[config.mk]
export PLATFORM = sky130hd
export DESIGN_NAME = conv_postproc
export DESIGN_NICKNAME = d
export VERILOG_FILES = /design/src/rtl/conv_pkg.sv /design/src/rtl/requant_sat.sv /design/src/rtl/conv_postproc.sv
export SDC_FILE = /design/constraint.sdc
export NUM_CORES = 1
export LEC_CHECK = 0
export ABC_AREA = 1
export CAP_MARGIN = 20
export CORE_ASPECT_RATIO = 1.1
export CORE_MARGIN = 4
export CORE_UTILIZATION = 43
export DETAILED_ROUTE_END_ITERATION = 6
export DONT_BUFFER_PORTS = 1
export PLACE_DENSITY_LB_ADDON = 0.05
export REMOVE_ABC_BUFFERS = 1
export SETUP_SLACK_MARGIN = 0.05
export SYNTH_ARGS = -nofsm -noshare
export SYNTH_HDL_FRONTEND = slang
export SYNTH_SLANG_ARGS = --single-unit
[constraint.sdc]
create_clock -name i_clk -period 7.39 [get_ports i_clk]
set_clock_uncertainty 0.05 [all_clocks]
set_input_delay 2.217 -clock i_clk [delete_from_list [all_inputs] [get_ports i_clk]]
set_output_delay 2.217 -clock i_clk [all_outputs]
set_load 0.05 [all_outputs]
[src/rtl/conv_pkg.sv]
// Shared definitions for the conv post-processing slice: default datapath
// widths, frame dimension / pixel-count widths and the sequencing FSM states.
package conv_pkg;

    localparam int ACC_WIDTH_DEF   = 32;
    localparam int DATA_WIDTH_DEF  = 16;
    localparam int SHIFT_WIDTH_DEF = 5;
    localparam int DIM_WIDTH       = 9;    // feature-map width / height
    localparam int CNT_WIDTH       = 18;   // holds 511*511 pixels

    typedef enum logic [1:0] {
        ST_IDLE  = 2'd0,
        ST_RUN   = 2'd1,
        ST_DRAIN = 2'd2
    } state_t;

endpackage

[src/rtl/requant_sat.sv]
// Three-stage requantisation datapath: bias add, round-half-up arithmetic
// right shift, then ReLU/saturation to DATA_WIDTH. A valid bit and a
// first-beat tag travel alongside the data through each stage.
// Macro CONV_POSTPROC_RELU_EN selects unsigned ReLU clamping instead of
// signed saturation.
module requant_sat
    import conv_pkg::*;
#(
    parameter int ACC_WIDTH   = ACC_WIDTH_DEF,
    parameter int DATA_WIDTH  = DATA_WIDTH_DEF,
    parameter int SHIFT_WIDTH = SHIFT_WIDTH_DEF
) (
    input  logic                   i_clk,
    input  logic                   i_rst,
    input  logic [ACC_WIDTH-1:0]   bias,
    input  logic [SHIFT_WIDTH-1:0] shift,
    input  logic [ACC_WIDTH-1:0]   beat,
    input  logic                   beat_valid,
    input  logic                   beat_first,
    output logic                   pix_start,
    output logic [DATA_WIDTH-1:0]  pix_data,
    output logic                   pix_valid,
    output logic                   clamp,      // pixel leaving stage 2 saturates
    output logic                   pend,       // a pixel moves to the output next edge
    output logic                   busy
);

    // One extra bit for the bias sum, one more so the rounding add cannot wrap.
    localparam int SW2 = ACC_WIDTH + 2;

`ifdef CONV_POSTPROC_RELU_EN
    localparam logic signed [SW2-1:0] HI_LIM = {{(SW2-DATA_WIDTH){1'b0}}, {DATA_WIDTH{1'b1}}};
    localparam logic signed [SW2-1:0] LO_LIM = '0;
`else
    localparam logic signed [SW2-1:0] HI_LIM = {{(SW2-DATA_WIDTH+1){1'b0}}, {(DATA_WIDTH-1){1'b1}}};
    localparam logic signed [SW2-1:0] LO_LIM = {{(SW2-DATA_WIDTH+1){1'b1}}, {(DATA_WIDTH-1){1'b0}}};
`endif

    logic signed [ACC_WIDTH:0] s1;
    logic signed [SW2-1:0]     s2, s2_next, sum;
    logic [SW2-1:0]            rnd;
    logic                      v1, f1, v2, f2;
    logic                      clamp_hi, clamp_lo;
    logic [DATA_WIDTH-1:0]     sat_val;

    // Round half up: add 2^(S-1) before the arithmetic shift (nothing for S==0).
    always_comb begin
        rnd     = ({{(SW2-1){1'b0}}, 1'b1} << shift) >> 1;
        sum     = {s1[ACC_WIDTH], s1} + rnd;
        s2_next = sum >>> shift;
    end

    // Clamp the stage-2 value to the output range.
    always_comb begin
        clamp_hi = s2 > HI_LIM;
        clamp_lo = s2 < LO_LIM;
        if (clamp_hi)
            sat_val = HI_LIM[DATA_WIDTH-1:0];
        else if (clamp_lo)
            sat_val = LO_LIM[DATA_WIDTH-1:0];
        else
            sat_val = s2[DATA_WIDTH-1:0];
    end

`ifdef CONV_POSTPROC_RELU_EN
    // Negative values are ReLU'd to zero, which is not an overflow.
    assign clamp = v2 & clamp_hi;
`else
    assign clamp = v2 & (clamp_hi | clamp_lo);
`endif

    assign pix_start = v2 & f2;
    assign pend      = v2;
    assign busy      = v1 | v2;

    // Pipeline registers; data only loads when its stage carries a beat.
    always_ff @(posedge i_clk or negedge i_rst) begin
        if (!i_rst) begin
            v1        <= 1'b0;
            f1        <= 1'b0;
            s1        <= '0;
            v2        <= 1'b0;
            f2        <= 1'b0;
            s2        <= '0;
            pix_valid <= 1'b0;
            pix_data  <= '0;
        end else begin
            v1 <= beat_valid;
            f1 <= beat_valid & beat_first;
            if (beat_valid)
                s1 <= {beat[ACC_WIDTH-1], beat} + {bias[ACC_WIDTH-1], bias};
            v2 <= v1;
            f2 <= v1 & f1;
            if (v1)
                s2 <= s2_next;
            pix_valid <= v2;
            if (v2)
                pix_data <= sat_val;
        end
    end

endmodule

[src/rtl/conv_postproc.sv]
// Post-processing between the conv2d accumulator and maxpool2d: frames a
// raster of accumulator sums, sequences it through requant_sat and produces
// the o_start / o_valid / o_done framing plus a sticky per-frame overflow.
// Macro CONV_POSTPROC_RELU_EN (in requant_sat) selects unsigned ReLU output.
//
//   state    | meaning
//   ---------+------------------------------------------------------------
//   ST_IDLE  | waiting for i_start; parameters latched on accept
//   ST_RUN   | accepting i_valid beats until N have entered the pipeline
//   ST_DRAIN | inputs ignored; wait for pipeline empty, then pulse o_done
module conv_postproc
    import conv_pkg::*;
#(
    parameter int ACC_WIDTH   = ACC_WIDTH_DEF,
    parameter int DATA_WIDTH  = DATA_WIDTH_DEF,
    parameter int SHIFT_WIDTH = SHIFT_WIDTH_DEF
) (
    input  logic                   i_clk,
    input  logic                   i_rst,
    input  logic                   i_start,
    input  logic [DIM_WIDTH-1:0]   i_max_width,
    input  logic [DIM_WIDTH-1:0]   i_max_height,
    input  logic [ACC_WIDTH-1:0]   i_bias,
    input  logic [SHIFT_WIDTH-1:0] i_shift,
    input  logic [ACC_WIDTH-1:0]   i_acc,
    input  logic                   i_valid,
    output logic                   o_start,
    output logic [DATA_WIDTH-1:0]  o_data,
    output logic                   o_valid,
    output logic                   o_done,
    output logic                   o_overflow
);

    localparam logic [CNT_WIDTH-1:0] CNT_ONE = 1;

    state_t                 state, state_nxt;
    logic [CNT_WIDTH-1:0]   in_cnt, out_cnt, n_pix, dim_prod;
    logic [ACC_WIDTH-1:0]   bias_q;
    logic [SHIFT_WIDTH-1:0] shift_q;
    logic                   start_ok, beat_valid, beat_first, done_nxt;
    logic                   clamp, pend, busy;

    assign dim_prod   = {{(CNT_WIDTH-DIM_WIDTH){1'b0}}, i_max_width}
                      * {{(CNT_WIDTH-DIM_WIDTH){1'b0}}, i_max_height};
    assign start_ok   = (state == ST_IDLE) && i_start;
    assign beat_valid = (state == ST_RUN) && i_valid;
    assign beat_first = (in_cnt == '0);

    // Next-state and o_done decode.
    always_comb begin
        state_nxt = state;
        done_nxt  = 1'b0;
        case (state)
            ST_IDLE: begin
                if (i_start)
                    state_nxt = (i_max_width == '0 || i_max_height == '0) ? ST_DRAIN : ST_RUN;
            end
            ST_RUN: begin
                if (i_valid && in_cnt == n_pix - CNT_ONE)
                    state_nxt = ST_DRAIN;
            end
            ST_DRAIN: begin
                if (out_cnt == n_pix && !busy) begin
                    state_nxt = ST_IDLE;
                    done_nxt  = 1'b1;
                end
            end
            default: state_nxt = ST_IDLE;
        endcase
    end

    // State, frame parameters, pixel counters and the sticky overflow flag.
    always_ff @(posedge i_clk or negedge i_rst) begin
        if (!i_rst) begin
            state      <= ST_IDLE;
            in_cnt     <= '0;
            out_cnt    <= '0;
            n_pix      <= '0;
            bias_q     <= '0;
            shift_q    <= '0;
            o_done     <= 1'b0;
            o_overflow <= 1'b0;
        end else begin
            state  <= state_nxt;
            o_done <= done_nxt;
            if (start_ok) begin
                n_pix      <= dim_prod;
                bias_q     <= i_bias;
                shift_q    <= i_shift;
                in_cnt     <= '0;
                out_cnt    <= '0;
                o_overflow <= 1'b0;
            end else begin
                if (beat_valid)
                    in_cnt <= in_cnt + CNT_ONE;
                if (pend)
                    out_cnt <= out_cnt + CNT_ONE;
                if (clamp)
                    o_overflow <= 1'b1;
            end
        end
    end

    requant_sat #(
        .ACC_WIDTH   (ACC_WIDTH),
        .DATA_WIDTH  (DATA_WIDTH),
        .SHIFT_WIDTH (SHIFT_WIDTH)
    ) u_requant (
        .i_clk      (i_clk),
        .i_rst      (i_rst),
        .bias       (bias_q),
        .shift      (shift_q),
        .beat       (i_acc),
        .beat_valid (beat_valid),
        .beat_first (beat_first),
        .pix_start  (o_start),
        .pix_data   (o_data),
        .pix_valid  (o_valid),
        .clamp      (clamp),
        .pend       (pend),
        .busy       (busy)
    );

endmodule

# Word level (Yosys, flattened, before mapping)
# Cells that the tools add are included.
[totals] elab_cells=68 input_bits=91 out_inout_bits=20 n_memories=0 romBits=0 reg_bits=183 ram_bits=0 latch_bits=0
[classes] reduce_logical=14 n_eq_ne=7 multipliers=1 bitwise_logic=6 order_cmp=2 n_div=0 shift=2 muxes=15 n_addsub=5
[op_table] cell="18-bit 2-to-1 mux" n=4
[op_table] cell="18-bit by 1-bit adder with 18-bit output, second input constant" n=2
[op_table] cell="18-bit equality test" n=2
[op_table] cell="34-bit by 33-bit adder with 34-bit output" n=1
[op_table] cell="34-bit by 16-bit greater-than comparator with 1-bit output, second input constant" n=1
[op_table] cell="34-bit by 16-bit less-than comparator with 1-bit output, second input constant" n=1
[op_table] cell="1-bit by 5-bit left shift with 34-bit output, first input constant" n=1
[op_table] cell="34-bit by 5-bit >>> shifter with 34-bit output" n=1
[op_table] cell="32-bit by 32-bit adder with 33-bit output" n=1
[op_table] cell="16-bit 2-to-1 mux" n=2
[op_table] cell="18-bit logical NOT" n=1
[op_table] cell="9-bit logical NOT" n=2
[op_table] cell="9-bit by 9-bit multiplier with 18-bit output" n=1
[op_table] cell="18-bit by 1-bit subtractor with 18-bit output, second input constant" n=1
[op_table] cell="2-bit 2-to-1 mux" n=4
[op_table] cell="2-bit case mux with 3 select lines" n=1
[op_table] cell="2-bit nonzero test" n=3
[op_table] cell="1-bit bitwise AND" n=4
[op_table] cell="1-bit logical AND" n=4
[op_table] cell="1-bit 2-to-1 mux" n=4
[op_table] cell="2-bit inequality test, second input constant" n=2
[op_table] cell="3-bit AND reduction" n=1
[op_table] cell="2-bit by 1-bit equality test with 1-bit output, second input constant" n=1
[op_table] cell="2-bit equality test, second input constant" n=1
[op_table] cell="5 further kinds" n=6

# Depth between registers and ports, before layout
[logic_depth] ltp_word=5 mapped_depth=26 mapped_depth_nobuf=24

# Hierarchy
# From an unflattened synthesis, not the netlist that was laid out.
[unflattened] hier_cells=2691 area_unflattened_um2=17574.4
[by_module_without_submodules] mod="requant_sat" seq_area_each_um2=2202.1 area_per_inst_um2=9785.6 cells_per_inst=1648 instances=1
[by_module_without_submodules] mod="conv_postproc" seq_area_each_um2=2377.3 area_per_inst_um2=7788.7 cells_per_inst=1043 instances=1

# Least setup slack after synthesis
# No wires, ideal clock.
[synth_timing] path_type="input port to flip-flop" startpoint="in i_max_width[3]" endpoint="reg n_pix[16]" arrival_ps=6237 cell_stages=21 path_slack_ps=971 setup_ps=132 cell_sequence="clkbuf_1 nand2_1 inv_1 fa_1 inv_1 fa_1 inv_1 fa_1 inv_1 fa_1 inv_1 ha_1 a21oi_1 o21ai_0 a21oi_1 o21ai_0 a21oi_1 o21bai_1 or2_2 nand3_1 o21ai_0"
[synth_via] elab_chain_len=1
[synth_lines] item="from (decl)" line="conv_postproc.sv:21" rtl="input logic [DIM_WIDTH-1:0] i_max_width,"
[synth_lines] item="9-bit by 9-bit multiplier with 18-bit output" line="conv_postproc.sv:44" rtl="* {{(CNT_WIDTH-DIM_WIDTH){1'b0}}, i_max_height};"
[synth_lines] item="to (signal assigned)" line="conv_postproc.sv:87" rtl="n_pix <= dim_prod;"
[synth_lines] item="to (decl)" line="conv_postproc.sv:37" rtl="logic [CNT_WIDTH-1:0] in_cnt, out_cnt, n_pix, dim_prod;"
# Every way passes these cells.
# A chain may end at the register's enable or synchronous reset.

# Worst setup path in the final report
# Ends and elaborated chain as after synthesis.

==> metrics <==
status=complete, no violations; Cell Chain, Critical Path=nand2_1, inv_1, fa_1, inv_1, fa_1, inv_1, fa_1, inv_1, fa_1, inv_1, ha_1, a21oi_1, o21ai_0, a21oi_1, o21ai_0, a21oi_1, o21bai_1, or2_2, nand3_1, o21ai_0; Diodes inserted=0; dpl cell area=0.01742 mm²; core area=0.03918 mm²; most frequent cells in the layout=nand2_1, inv_1, nand3_1, nor2_1, dfrtp_1; Residual DRC=0; worst vdd ir=about 180 µV; iteration-0 DRC count of the detailed router=1039; Critical Path Max Stage Delay=roughly 0.53 ns; Site Rows=76; routed len/inst=16.07 µm; slew at the pin with the worst max-slew slack=just over 1 ns; CTS Hold Bufs=0; number of flops mapped to enable cells by yosys=0; share of Yosys cell area claimed by the top area cell type=26.91%; share of the yosys chip area belonging to registers=between 20% and 30%; Die Footprint=0.04283 mm²; Skew-Pair Late Insertion Delay=0.48 ns; initial antenna violation count=0; Synth cell types=54; syn avg cell area=6.535 µm²; Synth area leader=dfrtp_1; largest cells by area after synthesis=dfrtp_1, nand2_1, nand3_1; crit-path max FO=10; via count=15995; Setup TNS=0 ns; internal power=roughly 1.7 mW; unrepaired setup endpoints after global routing=no; CP Launch Type=input pin; layout cells sized above 1=between 4 and 5%; drt first pass iters=5; TritonCTS Sinks=between 150 and 200; number of global-route vias before repair=15539; Die Y=216.6 µm; Leak=9.635 nW; GRT Util Overall=23.56%; Crit. End Element=flop; Slew HR=32.77%; Vias/cell=roughly 5.2; DP HPWL=about 39 mm; cell area power density=139.1 mW/mm²; Total Power=roughly 2.5 mW; critical path class=in -> reg; Tmin final=5.932 ns; Clk pwr share=36.8%; # nets final=2800; DRT Wirelength=~49 mm; Flop pwr share=40.0%; Layout Cells excl Fill=3072; combinational power share=a little under a quarter; number of synthesized register bits=about 180; Sw Share=32.63%; total of fill cells in the finished design=4197; H-tree depth=4; Final setup viols=0; Design Area, Final=about 0.018 mm²; largest net degree at the start of global routing=184; placed insts=3039; multi-input logic area=0.01061 mm²; NetSw=0.8171 mW; GPL Wtd Cong=0.9010; Slew Limit Fails=0; Tcrit/Tclk final=80.27%; die width=between 150 and 200 µm; critical path arrival=6.22 ns; post-cts resize count=0; area growth from synthesis to layout=5.779%; Num CTS Buffers=17; Post-CTS Setup Bufs=0; Fmax=0.1686 GHz; Antenna Nets Post-Route=0; Critical Path RT=7.68 ns; top_reg_cell synth=dfrtp_1; first-pass GRT wire length=82.11 mm; Finished Core Util=45.95%; Sequential cell area=0.004579 mm²; commonest non-fill, non-tap cell in the layout=nand2_1; starting density of the core=43.44%; crit-path most repeated cell=inv_1; worst min path class=reg -> reg; Worst-path clk slew=about 0.080 ns; port bufs=0; Synth async-reset ratio=100.0%; buffers and inverters on the worst path=5; CTS tree=yes; grt total ovfl=0; hold violation count in the final report=0; Top Ports=111; crit-path leading delay family=adder cells; Max Cap Viol=0; synthesized area=0.01702 mm²; Yosys warnings=0; CP max stage cell=fa_1; Max clock buf depth=2; synthesized instance count=2604; root buffer cell=clkbuf_16
registers in the layout, summed over array words and instances (netlist names), 2 cells and up:
| register | count |
|---|---|
| u_requant.s2 | 34 |
| bias_q | 32 |
| shift_q | 5 |
| in_cnt | 18 |
| u_requant.pix_data | 16 |
| out_cnt | 18 |
| u_requant.s1 | 33 |
| n_pix | 18 |
| state | 2 |
metrics by stage:
stage	setup WS, ns	hold slack, ns
2_1_floorplan	1.099	0.3626
3_3_place_gp	0.9568	0.3760
3_5_place_dp	0.9602	0.3754
4_1_cts	1.465	0.3853
5_1_grt	1.144	0.4125
6_report	1.458	0.3833
cells in the mapped netlist (all sizes together), types with 8 or more instances:
library cell  number
a21oi            150
xor2              33
o21a               8
nand4             25
nor3              39
xnor2             21
nand3            330
dfrtp            183
clkbuf            57
or2               18
buf               26
o21ai             88
inv              401
nand2            752
o22ai              9
ha               105
a31oi             13
nor2             232
nor4              16
fa                52
per-layer routing:
layer	vias to the layer above	wire [µm]	global-route usage, %
li1	8210	-	-
met1	7416	24950	35.04
met2	323	21260	35.61
met3	46	2175	4.167
met4	0	977	5.762
met5	-	0	0
cell families after synthesis:
kind of cell,share of synthesized area [%]
multiplexers,0.1176
adder cells (fa/ha/maj),13.84
AND/OR/NAND/NOR,35.92
AO/OA/AOI/OAI,9.661
XOR/XNOR,2.779
flip-flops,26.91
buffers and inverters,10.78
tightest hold or removal path: cells and delay by family (launching register included):
family	cells	cell delay, ns
buffers and inverters	1	0.04
flip-flops	1	0.32
AND/OR/NAND/NOR	1	0.05
power by group through the flow:
stage	sequential (mW)	clock (mW)	combinational [mW]
after floorplan	1.02	0	0.467
after global placement	1.02	0	0.579
after detailed placement	1.02	0	0.582
after CTS	1.00	0.950	0.589
after global routing	1.00	0.987	0.698
final	1.00	0.921	0.582
final cells by class:
| cell class | instances | share of cell area, % |
|---|---|---|
| inverters | 403 | 8.403 |
| well taps | 507 | 3.524 |
| clock inverters | 15 | 0.8480 |
| flip-flops and latches | 183 | 25.44 |
| repair buffers | 12 | 0.5005 |
| multi-input cells | 1935 | 58.92 |
| clock buffers | 17 | 2.363 |
final timing paths:
check,slack [ns],cells past startpoint,startpoint,end
min reg2reg,0.38,2,u_requant.f1,u_requant.f2
max in group asynchronous,5.63,0,i_rst,state[0]
max reg2reg,2.79,21,shift_q[3],u_requant.s2[6]
max,1.46,20,i_max_width[3],n_pix[16]
min,0.38,2,u_requant.f1,u_requant.f2
min in group asynchronous,1.39,0,i_rst,u_requant.s2[28]
No activity file was read; power rests on OpenSTA's default activity.
